===== src/rtl/xband_frame_ctrl.sv =====
// ---------------------------------------------------------------------------
// xband_frame_ctrl
//
// Frame sequencer in the sys_clk domain for the Xband MM2S/S2MM loopback path.
// A software start latches the expected byte count and pulses new_frame into
// the Xband block. The sequencer then watches both AXIS streams until S2MM
// tlast, a watchdog timeout, an overflow edge, a length error or an abort.
// Each finished frame raises a sticky irq. Successful frames increment
// frame_cnt.
//
// Ports
//   sys_clk, sys_rst      clock; asynchronous active-high reset
//   start, abort, irq_clr single-cycle software controls
//   frame_bytes [31:0]    expected payload, sampled on an accepted start
//   new_frame             frame-start strobe to Xband (NF_WIDTH cycles)
//   exp_bytes [31:0]      latched frame_bytes, drives Xband expBytes
//   data_cnt [31:0]       Xband S2MM received byte count
//   mm2s_overflow,
//   s2mm_overflow         Xband overflow levels (only rising edges in RUN count)
//   mm2s_t*, s2mm_t*      AXIS monitor taps
//   busy                  high in ARM and RUN
//   done                  one-cycle pulse on successful completion
//   irq                   sticky interrupt
//   status [5:0]          sticky {cfg_err, start_err, timeout, ovf, len_err, aborted}
//   tx_bytes [31:0]       bytes accepted on MM2S this frame
//   frame_cnt [CNT_W-1:0] successful frames, wraps
// ---------------------------------------------------------------------------
module xband_frame_ctrl #(
   parameter int unsigned NF_WIDTH = 4,
   parameter int unsigned TIMEOUT  = 1000000,
   parameter int unsigned CNT_W    = 16
) (
   input  logic             sys_clk,
   input  logic             sys_rst,
   input  logic             start,
   input  logic             abort,
   input  logic             irq_clr,
   input  logic [31:0]      frame_bytes,
   output logic             new_frame,
   output logic [31:0]      exp_bytes,
   input  logic [31:0]      data_cnt,
   input  logic             mm2s_overflow,
   input  logic             s2mm_overflow,
   input  logic             mm2s_tvalid,
   input  logic             mm2s_tready,
   input  logic [3:0]       mm2s_tkeep,
   input  logic             s2mm_tvalid,
   input  logic             s2mm_tready,
   input  logic             s2mm_tlast,
   output logic             busy,
   output logic             done,
   output logic             irq,
   output logic [5:0]       status,
   output logic [31:0]      tx_bytes,
   output logic [CNT_W-1:0] frame_cnt
);

   typedef enum logic [2:0] {
      S_IDLE,
      S_ARM,
      S_RUN,
      S_DONE,
      S_ERR
   } state_t;

   state_t      state;
   state_t      state_nxt;

   logic [15:0] nf_cnt;
   logic [31:0] wd_cnt;
   logic [31:0] wd_nxt;
   logic        mm2s_ovf_p1;
   logic        s2mm_ovf_p1;
   logic [32:0] tx_sum;
   logic        mm2s_beat;
   logic        s2mm_beat;
   logic        ovf_rise;

   logic        accept;
   logic        done_set;
   logic        cfg_set;
   logic        start_set;
   logic        to_set;
   logic        ovf_set;
   logic        len_set;
   logic        abort_set;
   logic [5:0]  status_set;
   logic        irq_set;

   function automatic logic [2:0] popcount4(input logic [3:0] keep);
      popcount4 = 3'(keep[0]) + 3'(keep[1]) + 3'(keep[2]) + 3'(keep[3]);
   endfunction

   assign mm2s_beat = mm2s_tvalid & mm2s_tready;
   assign s2mm_beat = s2mm_tvalid & s2mm_tready;

   // One extra bit so the "would exceed" compare cannot wrap
   assign tx_sum = {1'b0, tx_bytes} + (mm2s_beat ? 33'(popcount4(mm2s_tkeep)) : 33'd0);

   // Any handshake on either stream counts as progress
   assign wd_nxt = (mm2s_beat | s2mm_beat) ? 32'd0 : wd_cnt + 32'd1;

   // Only edges count, so levels already high before RUN never trip an error
   assign ovf_rise = (mm2s_overflow & ~mm2s_ovf_p1) | (s2mm_overflow & ~s2mm_ovf_p1);

   assign start_set  = start && (state != S_IDLE);
   assign status_set = {cfg_set, start_set, to_set, ovf_set, len_set, abort_set};
   assign irq_set    = (|status_set) | done_set;

   // Outputs decode straight from registered state
   assign new_frame = (state == S_ARM);
   assign busy      = (state == S_ARM) || (state == S_RUN);
   assign done      = (state == S_DONE);

   always_ff @(posedge sys_clk or posedge sys_rst) begin
      if (sys_rst) begin
         state <= S_IDLE;
      end else begin
         state <= state_nxt;
      end
   end

   always_comb begin
      state_nxt = state;
      accept    = 1'b0;
      done_set  = 1'b0;
      cfg_set   = 1'b0;
      to_set    = 1'b0;
      ovf_set   = 1'b0;
      len_set   = 1'b0;
      abort_set = 1'b0;
      case (state)
         S_IDLE: begin
            if (start) begin
               if (frame_bytes != 32'd0) begin
                  accept    = 1'b1;
                  state_nxt = S_ARM;
               end else begin
                  cfg_set = 1'b1;
               end
            end
         end
         S_ARM: begin
            if (abort) begin
               abort_set = 1'b1;
               state_nxt = S_ERR;
            end else if (nf_cnt == 16'(NF_WIDTH - 1)) begin
               state_nxt = S_RUN;
            end
         end
         S_RUN: begin
            // Exit conditions in priority order; the first match wins
            if (abort) begin
               abort_set = 1'b1;
               state_nxt = S_ERR;
            end else if (ovf_rise) begin
               ovf_set   = 1'b1;
               state_nxt = S_ERR;
            end else if (tx_sum > {1'b0, exp_bytes}) begin
               len_set   = 1'b1;
               state_nxt = S_ERR;
            end else if ((TIMEOUT != 0) && (wd_nxt == 32'(TIMEOUT))) begin
               to_set    = 1'b1;
               state_nxt = S_ERR;
            end else if (s2mm_beat && s2mm_tlast) begin
               if ((data_cnt == exp_bytes) && (tx_sum[31:0] == exp_bytes)) begin
                  done_set  = 1'b1;
                  state_nxt = S_DONE;
               end else begin
                  len_set   = 1'b1;
                  state_nxt = S_ERR;
               end
            end
         end
         S_DONE:  state_nxt = S_IDLE;
         S_ERR:   state_nxt = S_IDLE;
         default: state_nxt = S_IDLE;
      endcase
   end

   always_ff @(posedge sys_clk or posedge sys_rst) begin
      if (sys_rst) begin
         exp_bytes   <= 32'd0;
         tx_bytes    <= 32'd0;
         status      <= 6'd0;
         irq         <= 1'b0;
         frame_cnt   <= '0;
         nf_cnt      <= 16'd0;
         wd_cnt      <= 32'd0;
         mm2s_ovf_p1 <= 1'b0;
         s2mm_ovf_p1 <= 1'b0;
      end else begin
         mm2s_ovf_p1 <= mm2s_overflow;
         s2mm_ovf_p1 <= s2mm_overflow;

         if (accept) begin
            exp_bytes <= frame_bytes;
            tx_bytes  <= 32'd0;
            wd_cnt    <= 32'd0;
            nf_cnt    <= 16'd0;
         end

         if (state == S_ARM) begin
            nf_cnt <= nf_cnt + 16'd1;
         end

         if (state == S_RUN) begin
            tx_bytes <= tx_sum[31:0];
            wd_cnt   <= wd_nxt;
         end

         if (done_set) begin
            frame_cnt <= frame_cnt + 1'b1;
         end

         // A clear (irq_clr or accepted start) loses to a same-cycle set
         if (accept || irq_clr) begin
            status <= status_set;
            irq    <= irq_set;
         end else begin
            status <= status | status_set;
            irq    <= irq | irq_set;
         end
      end
   end

endmodule


===== config.mk =====
export PLATFORM = sky130hd
export DESIGN_NAME = xband_frame_ctrl
export DESIGN_NICKNAME = d
export VERILOG_FILES = /design/src/rtl/xband_frame_ctrl.sv
export SDC_FILE = /design/constraint.sdc
export NUM_CORES = 1
export LEC_CHECK = 0
export CAP_MARGIN = 10
export CORE_ASPECT_RATIO = 0.5
export CORE_MARGIN = 2
export CORE_UTILIZATION = 42
export DETAILED_ROUTE_END_ITERATION = 8
export GPL_ROUTABILITY_DRIVEN = 1
export GPL_TIMING_DRIVEN = 0
export PLACE_DENSITY = 0.76
export SLEW_MARGIN = 20
export SYNTH_ARGS = -nofsm -noshare
export SYNTH_HDL_FRONTEND = slang
export SYNTH_SLANG_ARGS = --single-unit

===== constraint.sdc =====
create_clock -name sys_clk -period 4.7 [get_ports sys_clk]
set_input_delay 0.94 -clock sys_clk [delete_from_list [all_inputs] [get_ports sys_clk]]
set_output_delay 0.94 -clock sys_clk [all_outputs]
set_load 0.01 [all_outputs]

==> flow_summary.json <==
{
  "leakagePower_uw": 0.00565,
  "synthesis.area_um2": 9180,
  "seq_area_um2": 3500,
  "cts_tree": "done",
  "die_h_um": 109,
  "cp-end-kind": "flip-flop",
  "skew_ns": 0.00866,
  "ys_warn_count": 0,
  "period_needed_ns": 5.30,
  "required_ns": 5.01,
  "drtAntennaViolNets": 0,
  "die-area_um2": 23100,
  "dr.first_iter.drc_count": 1031,
  "antenna_found_initial": 0,
  "diodes": 0,
  "hp-class": "reg2reg",
  "start_kind": "input pin",
  "fin_area_um2": 12700,
  "syn_area_per_cell_um2": 8.89,
  "io_pins": 170,
  "track_usage": 0.261,
  "crit_arrival_ns": 5.61,
  "drv_slew": 0,
  "grt_max_degree": 78,
  "whs_ns": 0.483,
  "multi_input_area_um2": 5670,
  "clockBufferDepth": 2,
  "via_per_inst": 5.87,
  "max_slew_margin": 0.402,
  "synth-seq-cells": 140,
  "p_per_area_nw_per_um2": 406,
  "ys_top_cells_by_count": "dfrtp_1, nand2_1, o21ai_0",
  "clockRootBuffer": "clkbuf_16",
  "globalplace.congestion": 0.924,
  "worst_pin_slew_ns": 0.897,
  "finalWorstSetupSlack_ns": -0.595,
  "final_nets": 1374,
  "outcome": "finished, violations left",
  "synth-seq-area-share": 0.382,
  "synth_fp_nets": 1155,
  "synth_edf_count": 0,
  "clock_latency_ns": 0.43,
  "vias": 9173,
  "placed_cell_area_um2": 11400,
  "synth-async-reset-ratio": 1.00,
  "ys.flop_type": "dfrtp_1",
  "drive_above_1_share": 0.153,
  "syn_to_final_growth_pct": 38.0,
  "totalWireLength_um": 30000,
  "fin_crit_sh": 1.13,
  "grt_pass1_vias": 8840,
  "dpl.hpwl_um": 21100,
  "hold_buffers": 0,
  "yosys.area.top_type": "dfrtp_1",
  "std_cell_rows": 38,
  "overflow": 0,
  "violations": "negative setup slack",
  "cap_violations": 0,
  "fmax_mhz": 189,
  "dieWidth_um": 213,
  "rsz0062_at_grt": "yes",
  "yosysTopAreaCellShare": 0.382,
  "clk_pin_slew_ns": 0.06,
  "setup_viol": 22,
  "htreeDepth": 4,
  "synth_cell_types": 68,
  "pre_cts_ws_ns": -1.62,
  "hold_violations": 0,
  "grt_pass1_wl_um": 46600,
  "core_area_um2": 21500,
  "irDropWorstVdd_mv": 0.359,
  "yosysMostFrequentCell": "dfrtp_1",
  "drcViolationCount": 0,
  "cts_buffers": 17,
  "drt_pass1_iterations": 6,
  "cts_sinks": 140,
  "cp_max_fo": 7,
  "yosys-top-cells-area": "dfrtp_1, xor2_1, ha_1",
  "initial_core_util": 0.426,
  "path_class": "in2reg",
  "syn-instance-count": 1033,
  "final_util": 0.588,
  "portBuffers": 169,
  "fill_cells": 1767,
  "wl_per_cell_um": 19.2
}
worst max-delay path: stages:
cell	delay, ns
buf_6	0.09
fa_2	0.59
ha_4	0.20
and3_4	0.15
ha_4	0.16
fa_2	0.39
a21oi_4	0.22
nor2_4	0.06
and3_4	0.17
and2_4	0.18
nand2_4	0.08
nor2_4	0.05
xor2_2	0.15
ha_1	0.31
nand4_1	0.18
nor4_4	0.35
and4_1	0.27
o31a_1	0.24
nand3_4	0.18
nor3_4	0.32
mux2_4	0.32
flip-flops by register name, summed over array words and instances, names as in the netlist:
signal / cells
tx_bytes: 32
irq: 1
wd_cnt: 32
status: 6
exp_bytes: 32
mm2s_ovf_p1: 1
frame_cnt: 16
nf_cnt: 16
state: 3
s2mm_ovf_p1: 1
metal layers:
layer | share of wire | GRT usage | vias up
met5 | 0 | 0 | -
met4 | 0.045 | 0.129 | 0
met3 | 0.074 | 0.0616 | 112
met2 | 0.48 | 0.435 | 442
met1 | 0.40 | 0.320 | 4434
li1 | - | - | 4185
power breakdown:
part / switching [µW] / internal, µW / total [µW]
Sequential: 273 / 1400 / 1680
Clock: 545 / 1070 / 1620
Combinational: 1000 / 843 / 1850
Total: 1820 / 3320 / 5140
final timing paths:
check / cells after the start / slack, ns / to / start
worst min-delay path: 1 / 0.48 / frame_cnt[15] / frame_cnt[15]
max in group asynchronous: 3 / 2.99 / exp_bytes[17] / sys_rst
worst max-delay path: 21 / -0.60 / frame_cnt[1] / mm2s_tkeep[0]
worst max register to register: 17 / 0.36 / frame_cnt[1] / tx_bytes[8]
min in group asynchronous: 2 / 0.95 / frame_cnt[4] / sys_rst
worst min register to register: 1 / 0.48 / frame_cnt[15] / frame_cnt[15]
placed cells by master (no fill, tap or decap), drive strengths merged, types with 8 or more instances in the layout:
cell type | Yosys | routed
nand4 | 47 | 47
ha | 40 | 40
a21oi | 28 | 28
inv | 47 | 47
and3 | 27 | 27
nand3 | 57 | 57
clkbuf | 40 | 59
xnor2 | 23 | 23
mux2 | 34 | 34
and2 | 9 | 9
nand2 | 106 | 106
nor4 | 35 | 35
a22o | 8 | 8
o31ai | 21 | 21
o21ai | 93 | 93
a31oi | 16 | 16
clkdlybuf4s50 | 0 | 166
nor3 | 19 | 19
xor2 | 64 | 64
a21o | 11 | 11
buf | 18 | 52
nor2 | 74 | 75
dfrtp | 140 | 140
logic make-up (layout without fill, tap and decap cells):
logic type	Yosys count	after routing	synth area share
flops	140	140	0.382
compound gates	210	210	0.141
mux	37	37	0.0450
buf+inv	105	335	0.0491
xor+xnor	87	87	0.0830
fa+ha+maj	42	42	0.0589
simple gates	412	413	0.241
through the flow:
step | total power, µW | instances | setup TNS, ns
after floorplan | 2590 | 1033 | -7.06
after global placement | 3390 | 1502 | -299.72
after detailed placement | 3450 | 1503 | -31.55
after CTS | 5090 | 1550 | -7.82
after global routing | 5370 | 1564 | -12.22
final | 5140 | 1564 | -9.71
layout make-up:
| type | instances | share of cell area |
|---|---|---|
| clock inverter | 11 | 0.0189 |
| multi-input combinational | 789 | 0.448 |
| clock buffer | 20 | 0.0361 |
| sequential | 140 | 0.277 |
| tap | 300 | 0.0296 |
| inverter | 47 | 0.0145 |
| buffer | 57 | 0.0223 |
| timing repair buffer | 200 | 0.154 |
what timing repair did:
item | in CTS | in global routing
setup buffers | 16 | 13
gates resized for setup | 51 | 23
cloned | 1 | 1
pin swaps | 29 | 29
setup endpoints to repair | 22 | 22
No activity file was read; power rests on OpenSTA's default activity.
